`src/rtl/retry_req_initiator.sv`:
```
// retry_req_initiator
// Requester-side node of the retry protocol. Local commands are buffered in
// ENTRY_NUM slots and issued one at a time to the retry engine. A first try
// goes out with req_type=1 (retry allowed). If the engine answers with a retry
// ack, the slot parks in RWAIT until a credit grant addressed to NODE_ID
// arrives. The slot is then reissued with req_type=0 (credited).
//
// Ports
//   clk, rst_n                         clock, asynchronous active-low reset
//   vld_cmd_in / rdy_cmd_in            local command handshake
//   cmd_qos, cmd_payload               command contents, captured on handshake
//   vld_req_out / rdy_req_out          request handshake towards the engine
//   req_type, qos_type, src_id,
//   payload_out                        request contents (held while valid)
//   vld_ack_in, ack_retry              ack for the single outstanding request
//   vld_grant_in, grant_des_id,
//   rdy_grant_out                      retry credit grant handshake
//   outstanding                        number of non-FREE slots
//   proto_err                          sticky: retry ack on a credited request
module retry_req_initiator #(
    parameter int NODE_ID    = 0,
    parameter int SRC_NODE_W = 4,
    parameter int ENTRY_NUM  = 4,
    parameter int PAYLD_BW   = 32
) (
    input  logic                           clk,
    input  logic                           rst_n,
    input  logic                           vld_cmd_in,
    output logic                           rdy_cmd_in,
    input  logic [3:0]                     cmd_qos,
    input  logic [PAYLD_BW-1:0]            cmd_payload,
    output logic                           vld_req_out,
    input  logic                           rdy_req_out,
    output logic                           req_type,
    output logic [3:0]                     qos_type,
    output logic [SRC_NODE_W-1:0]          src_id,
    output logic [PAYLD_BW-1:0]            payload_out,
    input  logic                           vld_ack_in,
    input  logic                           ack_retry,
    input  logic                           vld_grant_in,
    input  logic [SRC_NODE_W-1:0]          grant_des_id,
    output logic                           rdy_grant_out,
    output logic [$clog2(ENTRY_NUM+1)-1:0] outstanding,
    output logic                           proto_err
);

    localparam int IDX_W = $clog2(ENTRY_NUM);
    localparam int CNT_W = $clog2(ENTRY_NUM + 1);
    localparam int AGE_W = 4;
    localparam logic [AGE_W-1:0]      AGE_MAX   = {AGE_W{1'b1}};
    localparam logic [SRC_NODE_W-1:0] NODE_ID_C = SRC_NODE_W'(NODE_ID);

    typedef enum logic [2:0] {
        S_FREE    = 3'd0,
        S_NEW     = 3'd1,
        S_SENT    = 3'd2,
        S_RWAIT   = 3'd3,
        S_GRANTED = 3'd4
    } slot_state_e;

    slot_state_e         state_q [ENTRY_NUM];
    slot_state_e         state_d [ENTRY_NUM];
    logic [PAYLD_BW-1:0] pay_q   [ENTRY_NUM];
    logic [PAYLD_BW-1:0] pay_d   [ENTRY_NUM];
    logic [3:0]          qos_q   [ENTRY_NUM];
    logic [3:0]          qos_d   [ENTRY_NUM];
    logic [AGE_W-1:0]    age_q   [ENTRY_NUM];
    logic [AGE_W-1:0]    age_d   [ENTRY_NUM];

    // req_type of the request currently in SENT, used to flag protocol errors
    logic                sent_type_q, sent_type_d;
    logic                proto_err_q, proto_err_d;
    logic                vld_req_q, vld_req_d;
    logic [IDX_W-1:0]    req_idx_q, req_idx_d;
    logic                req_type_q, req_type_d;
    logic [3:0]          qos_out_q, qos_out_d;
    logic [PAYLD_BW-1:0] payload_out_q, payload_out_d;
    logic                rdy_cmd_q, rdy_cmd_d;
    logic [CNT_W-1:0]    outstanding_q, outstanding_d;

    logic                any_free_s, any_sent_s, any_new_s, any_granted_s, any_rwait_s;
    logic [IDX_W-1:0]    free_idx_s, sent_idx_s, new_idx_s, granted_idx_s, oldest_idx_s;
    logic [AGE_W-1:0]    oldest_age_s;
    logic                cmd_hs_s, req_hs_s, ack_take_s, grant_hs_s;
    logic                sel_ok_s;

    // Per-class slot decode: lowest index per state, oldest RWAIT slot
    always_comb begin
        any_free_s    = 1'b0;
        any_sent_s    = 1'b0;
        any_new_s     = 1'b0;
        any_granted_s = 1'b0;
        free_idx_s    = '0;
        sent_idx_s    = '0;
        new_idx_s     = '0;
        granted_idx_s = '0;
        // Walk downwards so the last hit is the lowest index
        for (int i = ENTRY_NUM - 1; i >= 0; i--) begin
            free_idx_s    = (state_q[i] == S_FREE)    ? IDX_W'(i) : free_idx_s;
            sent_idx_s    = (state_q[i] == S_SENT)    ? IDX_W'(i) : sent_idx_s;
            new_idx_s     = (state_q[i] == S_NEW)     ? IDX_W'(i) : new_idx_s;
            granted_idx_s = (state_q[i] == S_GRANTED) ? IDX_W'(i) : granted_idx_s;
            any_free_s    = any_free_s    | (state_q[i] == S_FREE);
            any_sent_s    = any_sent_s    | (state_q[i] == S_SENT);
            any_new_s     = any_new_s     | (state_q[i] == S_NEW);
            any_granted_s = any_granted_s | (state_q[i] == S_GRANTED);
        end
        any_rwait_s  = 1'b0;
        oldest_idx_s = '0;
        oldest_age_s = '0;
        // Strictly greater age wins, so saturated ties fall to the lowest index
        for (int i = 0; i < ENTRY_NUM; i++) begin
            if ((state_q[i] == S_RWAIT) && (!any_rwait_s || (age_q[i] > oldest_age_s))) begin
                oldest_idx_s = IDX_W'(i);
                oldest_age_s = age_q[i];
            end else begin
                oldest_idx_s = oldest_idx_s;
            end
            any_rwait_s = any_rwait_s | (state_q[i] == S_RWAIT);
        end
    end

    assign cmd_hs_s      = vld_cmd_in & rdy_cmd_q;
    assign req_hs_s      = vld_req_q & rdy_req_out;
    assign ack_take_s    = vld_ack_in & any_sent_s;
    assign rdy_grant_out = vld_grant_in & (grant_des_id == NODE_ID_C) & any_rwait_s;
    assign grant_hs_s    = rdy_grant_out;
    assign sel_ok_s      = ~vld_req_q & ~any_sent_s;

    // Slot transitions and issue register; each event touches a distinct slot
    always_comb begin
        state_d       = state_q;
        pay_d         = pay_q;
        qos_d         = qos_q;
        age_d         = age_q;
        sent_type_d   = sent_type_q;
        proto_err_d   = proto_err_q;
        vld_req_d     = vld_req_q;
        req_idx_d     = req_idx_q;
        req_type_d    = req_type_q;
        qos_out_d     = qos_out_q;
        payload_out_d = payload_out_q;

        for (int i = 0; i < ENTRY_NUM; i++) begin
            if ((state_q[i] == S_RWAIT) && (age_q[i] != AGE_MAX)) begin
                age_d[i] = age_q[i] + {{(AGE_W-1){1'b0}}, 1'b1};
            end else begin
                age_d[i] = age_q[i];
            end
        end

        if (cmd_hs_s) begin
            state_d[free_idx_s] = S_NEW;
            pay_d[free_idx_s]   = cmd_payload;
            qos_d[free_idx_s]   = cmd_qos;
        end else begin
            state_d[free_idx_s] = state_d[free_idx_s];
        end

        if (req_hs_s) begin
            state_d[req_idx_q] = S_SENT;
            sent_type_d        = req_type_q;
            vld_req_d          = 1'b0;
            req_type_d         = 1'b0;
            qos_out_d          = 4'd0;
            payload_out_d      = '0;
        end else if (sel_ok_s && any_granted_s) begin
            vld_req_d     = 1'b1;
            req_idx_d     = granted_idx_s;
            req_type_d    = 1'b0;
            qos_out_d     = qos_q[granted_idx_s];
            payload_out_d = pay_q[granted_idx_s];
        end else if (sel_ok_s && any_new_s) begin
            vld_req_d     = 1'b1;
            req_idx_d     = new_idx_s;
            req_type_d    = 1'b1;
            qos_out_d     = qos_q[new_idx_s];
            payload_out_d = pay_q[new_idx_s];
        end else begin
            vld_req_d = vld_req_q;
        end

        if (ack_take_s) begin
            if (ack_retry) begin
                state_d[sent_idx_s] = S_RWAIT;
                age_d[sent_idx_s]   = '0;
                proto_err_d         = proto_err_q | ~sent_type_q;
            end else begin
                state_d[sent_idx_s] = S_FREE;
            end
        end else begin
            proto_err_d = proto_err_d;
        end

        if (grant_hs_s) begin
            state_d[oldest_idx_s] = S_GRANTED;
        end else begin
            state_d[oldest_idx_s] = state_d[oldest_idx_s];
        end
    end

    // Occupancy and command-ready derived from the next slot state
    always_comb begin
        outstanding_d = '0;
        rdy_cmd_d     = 1'b0;
        for (int i = 0; i < ENTRY_NUM; i++) begin
            outstanding_d = outstanding_d + ((state_d[i] != S_FREE) ? CNT_W'(1) : CNT_W'(0));
            rdy_cmd_d     = rdy_cmd_d | (state_d[i] == S_FREE);
        end
    end

    // State register; reset drops every slot immediately
    always_ff @(posedge clk or negedge rst_n) begin
        if (!rst_n) begin
            for (int i = 0; i < ENTRY_NUM; i++) begin
                state_q[i] <= S_FREE;
                pay_q[i]   <= '0;
                qos_q[i]   <= 4'd0;
                age_q[i]   <= '0;
            end
            sent_type_q   <= 1'b0;
            proto_err_q   <= 1'b0;
            vld_req_q     <= 1'b0;
            req_idx_q     <= '0;
            req_type_q    <= 1'b0;
            qos_out_q     <= 4'd0;
            payload_out_q <= '0;
            rdy_cmd_q     <= 1'b1;
            outstanding_q <= '0;
        end else begin
            state_q       <= state_d;
            pay_q         <= pay_d;
            qos_q         <= qos_d;
            age_q         <= age_d;
            sent_type_q   <= sent_type_d;
            proto_err_q   <= proto_err_d;
            vld_req_q     <= vld_req_d;
            req_idx_q     <= req_idx_d;
            req_type_q    <= req_type_d;
            qos_out_q     <= qos_out_d;
            payload_out_q <= payload_out_d;
            rdy_cmd_q     <= rdy_cmd_d;
            outstanding_q <= outstanding_d;
        end
    end

    assign rdy_cmd_in  = rdy_cmd_q;
    assign vld_req_out = vld_req_q;
    assign req_type    = req_type_q;
    assign qos_type    = qos_out_q;
    assign payload_out = payload_out_q;
    assign src_id      = NODE_ID_C;
    assign outstanding = outstanding_q;
    assign proto_err   = proto_err_q;

endmodule
```
`config.mk`:
```
export PLATFORM = sky130hd
export DESIGN_NAME = retry_req_initiator
export DESIGN_NICKNAME = d
export VERILOG_FILES = /design/src/rtl/retry_req_initiator.sv
export SDC_FILE = /design/constraint.sdc
export NUM_CORES = 1
export LEC_CHECK = 0
export ABC_AREA = 1
export CAP_MARGIN = 20
export CORE_MARGIN = 2
export CORE_UTILIZATION = 50
export CTS_BUF_LIST = sky130_fd_sc_hd__clkbuf_4
export CTS_CLUSTER_SIZE = 24
export DETAILED_ROUTE_END_ITERATION = 10
export PLACE_DENSITY = 0.69
export SLEW_MARGIN = 40
export SYNTH_ARGS = -nofsm -noshare
export SYNTH_HDL_FRONTEND = slang
export SYNTH_SLANG_ARGS = --single-unit
```
`constraint.sdc`:
```
create_clock -name clk -period 7.5 [get_ports clk]
set_clock_uncertainty 0.15 [all_clocks]
set_input_delay 1.5 -clock clk [delete_from_list [all_inputs] [get_ports clk]]
set_output_delay 1.5 -clock clk [all_outputs]
set_load 0.02 [all_outputs]
```
Word level (Yosys, flattened, before mapping)
Index checks and enable logic that the tools add are counted.
{"block": "totals", "register_bits": 218, "latchBits": 0, "ramBits": 0, "romBits": 0, "input_bits": 47, "out_inout_bits": 48, "memories": 0}
{"block": "classes", "addsub": 7, "mul": 0, "n_div": 0, "magnitude_cmp": 13, "eq_ne": 20, "shifts": 0, "n_mux": 86, "n_bitwise": 48, "n_reduce_logical": 36}
{"cell": "32-bit two-way mux", "n": 8}
{"cell": "32-bit binary-select mux with 2-bit select", "n": 2}
{"cell": "128-bit bitwise mux", "n": 1}
{"cell": "32-bit demux with 2-bit select", "n": 1}
{"cell": "4-bit two-way mux", "n": 16}
{"cell": "12-bit two-way mux", "n": 5}
{"cell": "2-bit two-way mux", "n": 20}
{"cell": "16-bit two-way mux", "n": 2}
{"cell": "8-bit bitwise AND", "n": 3}
{"cell": "12-bit bitwise mux", "n": 2}
{"cell": "3-bit demux with 2-bit select", "n": 4}
{"cell": "3-bit by 2-bit == test with 1-bit output, second input constant", "n": 8}
{"cell": "3-bit logical NOT", "n": 8}
{"cell": "3-bit two-way mux", "n": 8}
{"cell": "8-bit inverter", "n": 3}
{"cell": "3-bit >= comparator, second input constant", "n": 6}
{"cell": "2-bit inverter with 3-bit output", "n": 6}
{"cell": "4-bit by 1-bit adder with 4-bit output, second input constant", "n": 4}
{"cell": "16-bit bitwise AND", "n": 1}
{"cell": "4-bit binary-select mux with 2-bit select", "n": 2}
{"cell": "16-bit bitwise mux", "n": 1}
{"cell": "4-bit demux with 2-bit select", "n": 2}
{"cell": "4-bit != test, second input constant", "n": 4}
{"cell": "16-bit inverter", "n": 1}
{"cell": "other kinds (25)", "n": 92}

Logic depth before layout (Yosys ltp)
{"block": "depth", "ltp_word": 28, "ltp_mapped": 44}

Least setup slack after synthesis
OpenSTA, ideal clock, no wires.
{"block": "synth_path", "path_kind": "register -> register", "start": "reg state_q[11] (netlist bit)", "end": "reg outstanding_q[1], in the netlist outstanding[1]", "arrival_time_ns": 4.803, "required_ns": 7.224, "path_slack_ns": 2.421, "stages_incl_launch_ff": 41, "n_path_buf": 1, "cell_sequence": "dfrtp_1 -> inv_2 -> nand3_1 -> inv_2 -> nand2_1 -> ha_1 -> nand2_1 -> o21bai_1 -> nand2_1 -> nand2_1 -> nand2_1 -> nand2_1 -> o21ai_0 -> ha_1 -> nand2_1 -> inv_1 -> nand2_1 -> nand2_1 -> [5 not listed] -> o21ai_0 -> ha_1 -> inv_1 -> o21bai_1 -> nand2_1 -> nand2_1 -> nand2_1 -> nand2_1 -> nand2_1 -> nand2_1 -> nor2_1 -> nand2_1 -> nand3_1 -> nor2_1 -> fa_1 -> inv_1 -> ha_1 -> ha_1"}
{"block": "synth_between", "elab_chain_len": 27, "word_cells_on_any_way": 84}
{"element": "from (decl)", "line_no": "61", "rtl": "slot_state_e state_q [ENTRY_NUM];"}
{"element": "from (signal assigned)", "line_no": "231", "rtl": "state_q <= state_d;"}
{"element": "3-bit by 2-bit == test with 1-bit output", "line_no": "113, 119"}
{"element": "4-bit two-way mux", "line_no": "113", "rtl": "if ((state_q[i] == S_RWAIT) && (!any_rwait_s || (age_q[i] > oldest_age_s))) begin"}
{"element": "4-bit > comparator", "line_no": "113"}
{"element": "1-bit logical OR", "line_no": "113"}
{"element": "1-bit logical AND", "line_no": "113"}
{"element": "4-bit two-way mux", "line_no": "113"}
{"element": "4-bit > comparator", "line_no": "113"}
{"element": "1-bit logical OR", "line_no": "113"}
{"element": "[12 not listed]"}
{"element": "8-bit bitwise AND (no line)"}
{"element": "12-bit two-way mux (*)", "line_no": "195", "rtl": "if (grant_hs_s) begin"}
{"element": "3-bit nonzero test", "line_no": "207", "rtl": "outstanding_d = outstanding_d + ((state_d[i] != S_FREE) ? CNT_W'(1) : CNT_W'(0));"}
{"element": "1-bit two-way mux", "line_no": "207"}
{"element": "1-bit by 1-bit adder with 2-bit output", "line_no": "207"}
{"element": "2-bit by 1-bit adder with 3-bit output", "line_no": "207"}
{"element": "3-bit by 1-bit adder with 3-bit output (*)", "line_no": "207"}
{"element": "named net outstanding_d[1]", "line_no": "79", "rtl": "logic [CNT_W-1:0] outstanding_q, outstanding_d;"}
{"element": "to (signal assigned)", "line_no": "243", "rtl": "outstanding_q <= outstanding_d;"}
{"element": "to (decl)", "line_no": "79"}
The timed path passes the listed nets; every way through them passes the cells marked *. The select of a mux whose other input is x is not followed.
A chain may end at the register's enable or synchronous reset.

Worst setup path after layout
Ends and elaborated chain as after synthesis.

==> results_dict.tcl <==
set metrics [dict create \
    outcome "completed" \
    dieHeight_um 159 \
    final_nets 1800 \
    cts.sinks 218 \
    crit_buf_inv 5 \
    path_max_fanout 11 \
    detail_route.wl_per_cell_um 15.2 \
    cts_buffers 58 \
    drt_iter0_markers 1128 \
    ys_warn_count 0 \
    std_cell_rows 56 \
    synth_largest_area_cell "dfrtp_1" \
    gp_routability_congestion 0.881 \
    global_route.overflow_total 0 \
    period_needed_ns 5.83 \
    fp.coreArea_mm2 0.0235 \
    dp.cells 1991 \
    netlist_top_cells_area "dfrtp_1 (45%), nand2_1 (21%), o21ai_0 (6.9%)" \
    synth_cell_type_count 35 \
    max_cap_viols 0 \
    clock_tree_buffer_depth 3 \
    finalWirelength_um 31900 \
    remaining_drc_errors 0 \
    synth_sequential_area_ratio_pct 45.6 \
    setup_violations 0 \
    post-route-period-util_pct 77.8 \
    post-synth-top-area-fraction_pct 45.4 \
    worstMarginPinSlew_ns 0.875 \
    avgViaCountPerCell 5.31 \
    setup.worst_path.start "state_q[11]$_DFF_PN0_" \
    timing.critical_path.to_type "flop" \
    leakage_uw 0.00703 \
    syn-cell-area_mm2 0.0120 \
    top_delay_family_on_crit_path "simple AND/OR/NAND/NOR gates" \
    postCtsSetupRepairBufs 0 \
    multi_input_area_mm2 0.00555 \
    met2_length_um 14600 \
    power.share.sequential_pct 29.4 \
    cts-htree-levels 2 \
    worst_ep_arrival_time_ns 6.25 \
    net_switching_power_of_the_design_uw 3400 \
    power-per-cell-area_mw_per_mm2 505 \
    setup_tns_ns 0 \
    final-hold-violation-count 0 \
    fp.dieW_um 159 \
    worstReg2RegStart "state_q[11]$_DFF_PN0_" \
    share_clk_of_total_power_pct 14.3 \
    cts.reportedPaths.clkPinSlew_ns 0.07 \
    clock_latency_on_the_worst_skew_pair_ns 0.70 \
    hpwl_um 18600 \
    cts_hold_buffers 0 \
    pin_count_of_the_biggest_net_entering_global_routing 111 \
    worst_ep_required_time_ns 7.91 \
    comb_power_share_pct 56.4 \
    flow.area_growth_from_synthesis_pct 15.2 \
    synth_seq_cells 218 \
    layout.area.seq_mm2 0.00546 \
    hp-start "sent_type_q$_DFFE_PN0P_" \
    numPortBuffers 90 \
    maxUsedRoutingLayer "met4" \
    synth.most_common_cell "nand2_1" \
    grt_pass1_vias 10700 \
    first_pass_grt_wire_length_um 53500 \
    async_reset_ff_share_pct 100 \
    layout.cells.non_filler 2090 \
    ioPinCount 95 \
    power.ir.vdd_worst_mv 0.402 \
    via_count 11100 \
    critical_path_s_slowest_cell "fa_1" \
    cts_tree "yes" \
    power.internal_uw 3560 \
    nFillCells 2193 \
    drt.antenna.violating_nets 0 \
    synth.cells.most_frequent "nand2_1 (681), dfrtp_1 (217), o21ai_0 (165)" \
    synthCells 1655 \
    maxSlewViolCount 0 \
    antenna_found_initial 1 \
    post_cts_resized 0 \
    layout-drive-gt1-share_pct 7.12 \
    crit_type "reg -> reg" \
    initial_core_util_pct 51.0 \
    cp_slowest_stage_delay_ns 0.51 \
    die_outline_area_mm2 0.0252 \
    ctsRootBufferMaster "clkbuf_4" \
    synth_ff_type "dfrtp_1" \
    track_usage_pct 25.5 \
    sw_frac_of_total_pct 48.8 \
    slew_headroom_pct 41.6 \
    timing.critical_path.from_type "flop" \
    count_of_flip_flops_with_a_built_in_enable_after_synthesis 0 \
    critical_path.most_common_cell "nand2_1" \
    detailedRoute.firstPassIterationCount 5 \
    hold_path.class "reg -> reg" \
    wl_met1_um 14200 \
    syn_avg_cell_area_um2 7.23 \
    rsz0062_at_grt "false" \
    routed-wl-met3_um 2320 \
    fmaxAchievable_mhz 171 \
]
-- stage by stage --
stage               setup WS (ns)  hold WS (ns)  power, µW  area (µm²)  util, %
floorplan                    2.42         0.278       4850       12000        -
global placement             1.92         0.301       5780       13000     55.4
detailed placement           1.76         0.315       5940       13100     55.6
CTS                          1.72         0.306       6980       13700     58.6
global route                 1.05         0.332       7680       13800     58.7
finish                       1.67         0.302       6970       13800     58.7
-- path summary, 6_finish.rpt --
check,depth (start not counted),to,slack (ns)
max in group asynchronous,3,pay_q[23]$_DFFE_PN0P_,5.30
setup / recovery,40,outstanding[1]$_DFF_PN0_,1.67
hold / removal,1,proto_err$_DFFE_PN0P_,0.30
min in group asynchronous,1,pay_q[9]$_DFFE_PN0P_,0.54
hold reg to reg,1,proto_err$_DFFE_PN0P_,0.30
setup reg to reg,40,outstanding[1]$_DFF_PN0_,1.67
-- power groups by stage --
stage	clock network, µW	registers (µW)	logic (µW)
4_1_cts	1030	2040	3910
3_3_place_gp	0	2040	3740
2_1_floorplan	0	2090	2760
3_5_place_dp	0	2060	3880
6_report	993	2050	3930
5_1_grt	1090	2110	4470
-- placed cells by master (no fill, tap or decap), types with 3 or more instances in the layout --
cell type / Yosys / layout
nand2_1: 681 / 679
dfrtp_1: 217 / 217
o21ai_0: 165 / 165
inv_1: 149 / 149
nand3_1: 119 / 117
clkdlybuf4s50_1: 0 / 89
clkbuf_4: 0 / 85
o211ai_1: 77 / 77
a21oi_1: 49 / 49
nor2_1: 32 / 32
ha_1: 19 / 19
clkinv_1: 2 / 11
nand4_1: 8 / 8
buf_4: 5 / 8
inv_2: 8 / 7
nor3_1: 6 / 6
a31oi_1: 4 / 4
a211oi_1: 4 / 4
nor2_4: 2 / 4
conb_1: 1 / 4
o21bai_1: 3 / 3
nand3_2: 1 / 3
o21ai_1: 3 / 3
xnor2_1: 3 / 3
nand2_4: 0 / 3
-- area by class of cell --
cell class                 count  share of cell area (%)
tap                          319                    2.89
clock inverter                12                   0.363
clock buffer                  85                    4.63
inverter                     159                    4.36
sequential                   218                    39.6
timing repair buffer         105                    7.88
multi-input combinational   1191                    40.3
antenna                        1                  0.0182
-- logic make-up after synthesis --
| logic type | count (synthesis) | synth area share (%) |
|---|---|---|
| buffers and inverters | 249 | 8.53 |
| xor gates and xnor gates | 4 | 0.293 |
| adders and majority gates | 20 | 2.15 |
| DFF | 218 | 45.6 |
| and+or+nand+nor | 853 | 28.5 |
| AOI/OAI and AO/OA | 310 | 14.9 |
| other | 1 | 0.0313 |
-- flip-flops by register name, summed over array words and instances (netlist names) --
register,cells
outstanding,3
rdy_cmd_in,1
payload_out,32
qos_type,4
pay_q,128
req_idx_q,2
sent_type_q,1
proto_err,1
qos_q,16
vld_req_out,1
state_q,12
age_q,16
req_type,1
-- metal layers --
layer,vias to the layer above,global-route usage (%)
met5,-,0
li1,5532,-
met4,0,9.67
met3,56,4.78
met2,380,40.9
met1,5138,34.6
No activity file was read; power rests on OpenSTA's default activity.
